`src/rtl/adder_operand_loader.sv`:
```
// Byte-stream operand loader for the external ripple adder: assembles a, b and cin,
// runs one execute cycle, then holds the captured sum/cout/zero on a valid/ready port.
module adder_operand_loader #(
    parameter int unsigned DATA_W = 32,
    parameter int unsigned BYTE_W = 8
) (
    input  logic              clk,
    input  logic              rst_n,
    input  logic              clr,
    input  logic              in_valid,
    output logic              in_ready,
    input  logic [BYTE_W-1:0] in_data,
    output logic [DATA_W-1:0] add_a,
    output logic [DATA_W-1:0] add_b,
    output logic              add_cin,
    input  logic [DATA_W-1:0] add_sum,
    input  logic              add_cout,
    output logic              res_valid,
    input  logic              res_ready,
    output logic [DATA_W-1:0] res_sum,
    output logic              res_cout,
    output logic              res_zero
);

    localparam int unsigned NBYTES = DATA_W / BYTE_W;
    localparam int unsigned IDX_W  = (NBYTES > 1) ? $clog2(NBYTES) : 1;
    localparam logic [IDX_W-1:0] LAST_IDX = IDX_W'(NBYTES - 1);

    typedef enum logic [2:0] {
        LOAD_A,
        LOAD_B,
        LOAD_C,
        EXEC,
        HOLD
    } state_t;

    state_t           state, state_next;
    logic [IDX_W-1:0] idx, idx_next;
    logic             load_ready;
    logic             load_a, load_b, load_c;
    logic             capture, release_res;

    always_ff @(posedge clk or negedge rst_n) begin
        if (!rst_n) begin
            state <= LOAD_A;
            idx   <= '0;
        end else begin
            state <= state_next;
            idx   <= idx_next;
        end
    end

    always_comb begin
        state_next  = state;
        idx_next    = idx;
        load_ready  = 1'b0;
        load_a      = 1'b0;
        load_b      = 1'b0;
        load_c      = 1'b0;
        capture     = 1'b0;
        release_res = 1'b0;

        case (state)
            LOAD_A: begin
                load_ready = 1'b1;
                if (in_valid) begin
                    load_a = 1'b1;
                    if (idx == LAST_IDX) begin
                        state_next = LOAD_B;
                        idx_next   = '0;
                    end else begin
                        idx_next = idx + 1'b1;
                    end
                end
            end
            LOAD_B: begin
                load_ready = 1'b1;
                if (in_valid) begin
                    load_b = 1'b1;
                    if (idx == LAST_IDX) begin
                        state_next = LOAD_C;
                        idx_next   = '0;
                    end else begin
                        idx_next = idx + 1'b1;
                    end
                end
            end
            LOAD_C: begin
                load_ready = 1'b1;
                if (in_valid) begin
                    load_c     = 1'b1;
                    state_next = EXEC;
                end
            end
            EXEC: begin
                capture    = 1'b1;
                state_next = HOLD;
            end
            HOLD: begin
                if (res_ready) begin
                    release_res = 1'b1;
                    state_next  = LOAD_A;
                    idx_next    = '0;
                end
            end
            default: begin
                state_next = LOAD_A;
                idx_next   = '0;
            end
        endcase

        // Frame abort overrides any beat or result handshake in the same cycle.
        if (clr) begin
            state_next  = LOAD_A;
            idx_next    = '0;
            load_a      = 1'b0;
            load_b      = 1'b0;
            load_c      = 1'b0;
            capture     = 1'b0;
            release_res = 1'b0;
        end
    end

    // Gated with rst_n so the port reads not-ready for the whole reset interval.
    assign in_ready = rst_n & load_ready;

    always_ff @(posedge clk or negedge rst_n) begin
        if (!rst_n) begin
            add_a     <= '0;
            add_b     <= '0;
            add_cin   <= 1'b0;
            res_valid <= 1'b0;
            res_sum   <= '0;
            res_cout  <= 1'b0;
            res_zero  <= 1'b0;
        end else if (clr) begin
            add_a     <= '0;
            add_b     <= '0;
            add_cin   <= 1'b0;
            res_valid <= 1'b0;
        end else begin
            if (load_a) begin
                add_a[idx*BYTE_W +: BYTE_W] <= in_data;
            end
            if (load_b) begin
                add_b[idx*BYTE_W +: BYTE_W] <= in_data;
            end
            if (load_c) begin
                add_cin <= in_data[0];
            end
            if (capture) begin
                res_sum   <= add_sum;
                res_cout  <= add_cout;
                res_zero  <= (add_sum == '0);
                res_valid <= 1'b1;
            end else if (release_res) begin
                res_valid <= 1'b0;
            end
        end
    end

endmodule
```
`config.mk`:
```
export PLATFORM = sky130hd
export DESIGN_NAME = adder_operand_loader
export DESIGN_NICKNAME = d
export VERILOG_FILES = /design/src/rtl/adder_operand_loader.sv
export SDC_FILE = /design/constraint.sdc
export NUM_CORES = 1
export LEC_CHECK = 0
export CAP_MARGIN = 20
export CORE_ASPECT_RATIO = 0.8
export CORE_MARGIN = 4
export CORE_UTILIZATION = 42
export CTS_CLUSTER_DIAMETER = 120
export DETAILED_ROUTE_END_ITERATION = 6
export GPL_ROUTABILITY_DRIVEN = 0
export PLACE_DENSITY_LB_ADDON = 0.12
export SETUP_SLACK_MARGIN = 0.15
export SYNTH_ARGS = -nofsm -noshare
export SYNTH_HDL_FRONTEND = slang
export SYNTH_SLANG_ARGS = --single-unit
```
`constraint.sdc`:
```
create_clock -name clk -period 1.7 [get_ports clk]
set_input_delay 0.17 -clock clk [delete_from_list [all_inputs] [get_ports clk]]
set_output_delay 0.17 -clock clk [all_outputs]
set_load 0.01 [all_outputs]
```
==> metrics.md, run 1 <==
| Metric | Value |
|---|---|
| Status | complete, no violations |
| H-tree depth | 3 |
| Pwr per Cell Area | around 760 nW/um^2 |
| Row count | 33 |
| Overall Global Routing Usage | 0.192 |
| Largest net degree at the start of global routing | 106 |
| # DRC | 0 |
| Mapped Cells | approximately 310 |
| RSZ-0062 raised after global routing | yes |
| Worst hold slack | about 0.45 ns |
| Max-slew violation count | 0 |
| Vias | ~3300 |
| Register area | roughly 2600 um^2 |
| Starting Density | 0.437 |
| CP Capture Type | register |
| Drt wl/cell | about 19 um |
| Number of fill cells in the layout | 760 |
| Hold Path Depth | 2 |
| Top Ports | about 150 |
| Port Buffers | between 100 and 150 |
| R2R Path Start | idx[0] |
| CTS max path bufs | 2 |
| First-pass GRT wire length | about 18000 um |
| Setup ws final | between 0.07 and 0.08 ns |
| Multi-input logic area | 1940 um^2 |
| Worst EP arrival | ~1.9 ns |
| GR Overflow Total | 0 |
| HP Class | in2reg |
| Post-synth cell types | 41 |
| Final Core Density | 0.672 |
| Max Cap Violations | 0 |
| Iteration-0 DRC Markers | around 140 |
| First-pass DRT Iterations | 4 |
| Worst hold endpoint | res_cout |
| Die height | ~100 um |
| Synthesized Nets | 365 |
| Minimum clock period | 1.63 ns |
| DP Wirelength | ~8500 um |
| Clock root buffer | clkbuf_16 |
| Worst Path Max Fanout | 6 |
| Area growth syn-to-layout | 53.9% |
| CTS tree | yes |
| Dpl ws | -0.189 ns |
| CP startpoint kind | register |
| # diodes | 0 |
| Hold path start | add_cout |
| Skew-Pair Late Insertion Delay | 0.34 ns |
| Antenna viol nets, final | 0 |
| Syn avg cell area | around 14 um^2 |
| Reg clk slew, reported paths | 0.07 ns |
| Final hold viol count | 0 |
| Vias/cell | just over 5 |
| Clock Skew | 0.00686 ns |
| Max_slew headroom | 0.637 |
| Placed inst area | between 6000 and 7000 um^2 |
| Worst slew pin tran | between 0.5 and 0.6 ns |
| Drt total wl | around 12000 um |
| Reg2Reg Setup Slack | ~0.074 ns |
| Yosys Warn Count | 0 |
| Clock Sinks | approximately 110 |
| Die Area | roughly 13000 um^2 |
| VDD IR max | ~0.00047 V |
| Final Cycle Share | 0.957 |
| Die W | about 120 um |
| Antenna violations before repair | 0 |
| Share of cells above drive strength 1 | 0.316 |
| Final instance area | a little under 7000 um^2 |
| # setup viols final | 0 |
| Data required, critical path | ~2.0 ns |
| CTS buffer count | 9 |
| Yosys reg bits | ~110 |
| Register area share after synthesis | 0.581 |
| FF-to-FF End | add_a[23] |
| Vias in the first global route | roughly 3400 |
| Critical path class | reg2reg |
| Leak Pwr | 3.27 nW |
| Worst reg-to-reg path cell count | 5 |
| Core ar. | a little over 10000 um^2 |
| Post-synth design cell area | around 4500 um^2 |
| Nets | 540 |
| Highest clock rate | 615 MHz |
## stage by stage
step | total power [W] | setup TNS [ns] | instances
floorplan | 0.00278 | 0 | 313
global placement | 0.00309 | -4.91 | 605
detailed placement | 0.00310 | -6.38 | 605
CTS | 0.00534 | 0 | 625
global route | 0.00552 | -0.0285 | 633
finish | 0.00531 | 0 | 633
## what timing repair did
item	CTS	global route
gates cloned	0	2
endpoints found under the setup margin	64	96
pin swaps	12	8
setup buffers	3	6
hold buffers	1	0
endpoints found under the hold margin	81	0
gates resized for setup	14	19
## synthesized netlist by cell type (all sizes together)
| cell type | n | area (um^2) |
|---|---|---|
| nor3b | 1 | 12.5 |
| a31oi | 1 | 6.26 |
| and3 | 22 | 139 |
| nor3 | 3 | 15.0 |
| a21oi | 7 | 50.0 |
| nand3 | 1 | 5.00 |
| or3 | 1 | 6.26 |
| inv | 5 | 18.8 |
| and4bb | 1 | 12.5 |
| nand2 | 4 | 15.0 |
| nand4bb | 1 | 11.3 |
| nor4b | 4 | 56.3 |
| a22o | 23 | 201 |
| nor4bb | 1 | 10.0 |
| mux2 | 71 | 860 |
| nand4 | 2 | 12.5 |
| clkbuf | 3 | 11.3 |
| dfrtp | 105 | 2630 |
| o2bb2ai | 1 | 8.76 |
| mux2i | 3 | 30.0 |
| a21o | 4 | 30.0 |
| nor4 | 8 | 50.1 |
| o21ba | 1 | 10.0 |
| or4 | 2 | 15.0 |
| nor2b | 3 | 18.8 |
| o21ai | 1 | 5.00 |
| and2 | 3 | 18.8 |
| a2bb2oi | 1 | 8.76 |
| nor2 | 3 | 11.3 |
| o31ai | 3 | 22.5 |
| buf | 15 | 131 |
| ha | 6 | 75.1 |
| nand2b | 2 | 12.5 |
| nand3b | 1 | 7.51 |
## layout by cell type (no fill, tap or decap), types with 4 or more instances in the layout
master / count
clkbuf_16: 10
buf_6: 4
a21o_1: 4
mux2_4: 35
buf_12: 9
a22o_1: 23
clkdlybuf4s50_1: 144
and3_1: 20
buf_4: 22
mux2_2: 36
nand2_1: 4
nor4_1: 8
ha_2: 5
dfrtp_1: 102
## worst max path at each step
stage,end,cells after the start,start
after CTS,add_a[8],5,state[2]
final,add_a[23],5,idx[0]
after global placement,add_b[11],5,in_valid
after floorplan,add_a[10],5,state[0]
after detailed placement,add_b[8],5,in_valid
after global routing,add_a[23],5,idx[0]
## sequential cells by signal (all words and copies together), names as in the netlist
name and flops:
res_valid 1, res_zero 1, add_cin 1, add_a 32, state 3, res_cout 1
idx 2, add_b 32, res_sum 32
## power breakdown
group	internal [W]	leakage (nW)	total (W)	switching [W]
Clock	0.00130	0.145	0.00221	0.000918
Sequential	0.00252	1.46	0.00254	0.0000176
Combinational	0.000295	1.67	0.000559	0.000264
Total	0.00411	3.27	0.00531	0.00120
## logic make-up (layout without fill, tap and decap cells)
group,count (synthesis),count (layout),synth area share
AND/OR/NAND/NOR,63,63,0.0948
flip-flops,105,105,0.581
AO/OA/AOI/OAI,42,42,0.0758
adder cells (fa/ha/maj),6,6,0.0166
buffers and inverters,23,203,0.0357
multiplexers,74,74,0.197
## per-layer routing
layer	vias to the layer above	part of all wire	global-route usage
met5	-	0	0
met4	0	0.014	0.0589
met3	12	0.061	0.0398
met2	105	0.46	0.285
met1	1644	0.47	0.284
li1	1509	-	-
## area by class of cell
class                   count  area share
well taps                 140      0.0252
multi-input cells         185       0.279
inverters                   5     0.00305
repair buffers            182       0.269
flip-flops and latches    105       0.378
clock inverters             6      0.0131
clock buffers              10      0.0329
## worst max-delay path: stages (launching register included)
cell	delay, ns
dfrtp_2	0.43
inv_4	0.06
ha_4	0.31
nor4b_4	0.33
and3_4	0.30
a22o_1	0.14
(Power assumes the default switching activity.)
==> inputs of run 2 (changes only) <==
Settings changed: MAX_ROUTING_LAYER set to met4, PLACE_DENSITY_LB_ADDON 0.12 to 0.3.
==> run 2 against run 1 <==
Against the previous run:
- final cell count rose by 1.1%
- final area increased by 0.43%
- register-to-register slack worse by 0.02 ns
- clock power decreased by 5%
- worst setup slack lost 0.018 ns
- via count rose by 0.15%
- hold slack got worse by 0.031 ns
- maximum frequency down 1.1%
- die area did not move
- non-clock buffer count rose by 7
- combinational power rose by 1%
- critical path type unchanged
==> metrics.md, run 2 (synthesized netlist as in run 1, its figures left out) <==
| Metric | Value |
|---|---|
| Share of cells above drive strength 1 | 0.330 (+0.0136) |
| Commonest non-fill, non-tap cells in the layout | clkdlybuf4s50_1 (144), dfrtp_1 (103), mux2_2 (36) |
| Reg clk slew, reported paths | 0.08 ns (about the same) |
| # setup viols final | 0 (unchanged) |
| Critical path class | reg2reg |
| Die height | 101 um (unchanged) |
| Clk network pwr share | 0.404 (-0.013) |
| # DRC | 0 (unchanged) |
| Top Ports | 147 (unchanged) |
| CP startpoint kind | register |
| VDD IR max | 0.000475 V (+1.2%) |
| Pwr per Cell Area | 745 nW/um^2 (-2.4%) |
| H-tree depth | 3 (unchanged) |
| Combinational power share | 0.108 (+0.003) |
| First-pass GRT wire length | 18700 um (+2.0%) |
| Switching Share | 0.235 (+0.00950) |
| Worst Path Max Fanout | 6 (unchanged) |
| Drt wl/cell | 18.6 um (-1.3%) |
| Placed inst area | 6460 um^2 (+0.54%) |
| Status | complete, no violations |
| Sw Pwr | 0.00123 W (+2.2%) |
| Skew-Pair Late Insertion Delay | 0.34 ns (about the same) |
| Number of fill cells in the layout | 740 (-2.6%) |
| Iteration-0 DRC Markers | 179 (+26%) |
| Starting Density | 0.437 (unchanged) |
| Worst EP arrival | 1.87 ns (-0.04 ns) |
| CP Capture Type | register |
| Drt total wl | 11900 um (-0.17%) |
| Reg2Reg Setup Slack | 0.06 ns (-0.02 ns) |
| Vias in the first global route | 3508 (+3.7%) |
| CTS tree | yes |
| CTS buffer count | 9 (unchanged) |
| Overall Global Routing Usage | 0.197 (+0.00503) |
| DP Cell Count | 613 (+1.3%) |
| GR Overflow Total | 0 (unchanged) |
| Non-Filler Instances | 640 (+1.1%) |
| Max Cap Violations | 0 (unchanged) |
| Row count | 33 (unchanged) |
| Internal cell power | 0.00398 W (-3.1%) |
| HP Class | in2async |
| Max_slew headroom | 0.599 (-0.0382) |
| Vias/cell | 5.12 (-0.94%) |
| Final instance area | 6990 um^2 (+0.43%) |
| First-pass DRT Iterations | 4 (unchanged) |
| Worst slew pin tran | 0.602 ns (+0.0574 ns) |
| DP Wirelength | 8660 um (+2.0%) |
| Die W | 124 um (unchanged) |
| Largest net degree at the start of global routing | 106 (unchanged) |
| RSZ-0062 raised after global routing | yes |
| Highest clock rate | 608 MHz (-1.1%) |
| Vias | 3275 (+0.15%) |
| Clock root buffer | clkbuf_16 |
| Die Area | 12500 um^2 (unchanged) |
| Top Registers | add_a x32, add_b x32, res_sum x32 |
| Clock Sinks | 105 (unchanged) |
| Antenna viol nets, final | 0 (unchanged) |
| Minimum clock period | 1.64 ns (+0.0184 ns) |
| Commonest non-fill, non-tap cell in the layout | clkdlybuf4s50_1 |
| Part of the power in registers | 0.488 (+0.010) |
| Final Cycle Share | 0.968 (+0.0108) |
| Clock Skew | 0.0112 ns (+0.00432 ns) |
| Area growth syn-to-layout | 54.5% |
| Max-slew violation count | 0 (unchanged) |
| # diodes | 0 (unchanged) |
| Leak Pwr | 3.30 nW (+0.80%) |
| Antenna violations before repair | 0 (unchanged) |
| Pwr Total | 0.00521 W (-1.9%) |
| CTS max path bufs | 2 (unchanged) |
| Final hold viol count | 0 (unchanged) |
| Nets | 547 (+1.3%) |
| Port Buffers | 146 (unchanged) |
| Core ar. | 10400 um^2 (unchanged) |
| Data required, critical path | 1.93 ns (-0.05 ns) |
run 2: critical path, stage by stage (launching register included):
cell and delay [ns]:
dfrtp_2 0.48, inv_4 0.10, ha_4 0.23, nor4b_4 0.13, buf_4 0.15, and3_4 0.19, mux2_4 0.26
run 2: path summary, 6_finish.rpt:
kind,from,depth (start not counted),to
min in group clk,add_cout,2,res_cout
max reg2reg,idx[0],6,add_b[22]
max in group asynchronous,rst_n,3,add_b[4]
max,idx[0],6,add_b[22]
min reg2reg,res_zero,2,res_zero
min,rst_n,3,add_a[1]
run 2: metrics by stage:
| step | setup TNS [ns] | worst slack [ns] | hold WS, ns | utilization |
|---|---|---|---|---|
| finish | 0 | 0.0552 | 0.415 | 0.675 |
| global route | -0.00961 | -0.00961 | 0.471 | 0.675 |
| CTS | 0 | 0.0453 | 0.433 | 0.668 |
| detailed placement | -6.47 | -0.156 | 0.318 | 0.624 |
| global placement | -4.05 | -0.121 | 0.310 | 0.624 |
| floorplan | 0 | 0.0958 | -0.126 | - |
run 2: routing by layer:
layer	vias to the layer above	global-route usage	routed length, um
met5	-	-	0
met4	0	0.0455	99
met3	9	0.0348	657
met2	107	0.311	5780
met1	1644	0.269	5350
li1	1515	-	-
run 2: timing repair:
item,4_1_cts,5_1_grt
pin swaps,17,9
cloned,0,0
hold buffers,1,0
hold endpoints to repair,105,0
buffers inserted,7,3
endpoints found under the setup margin,65,67
resized for setup,28,15
run 2: area by class of cell:
type / instances / area [um^2] / share of cell area
clock buffers: 9 / 225 / 0.0322
clock inverters: 7 / 77.6 / 0.0111
inverters: 5 / 23.8 / 0.00340
multi-input cells: 185 / 1950 / 0.279
flip-flops and latches: 105 / 2630 / 0.376
well taps: 140 / 175 / 0.0250
repair buffers: 189 / 1910 / 0.273
run 2: power by group through the flow:
stage / Combinational (W) / Sequential (W) / Clock (W)
floorplan: 0.000186 / 0.00259 / 0
detailed placement: 0.000522 / 0.00258 / 0
global route: 0.000606 / 0.00254 / 0.00225
global placement: 0.000511 / 0.00259 / 0
CTS: 0.000555 / 0.00254 / 0.00216
finish: 0.000565 / 0.00254 / 0.00210
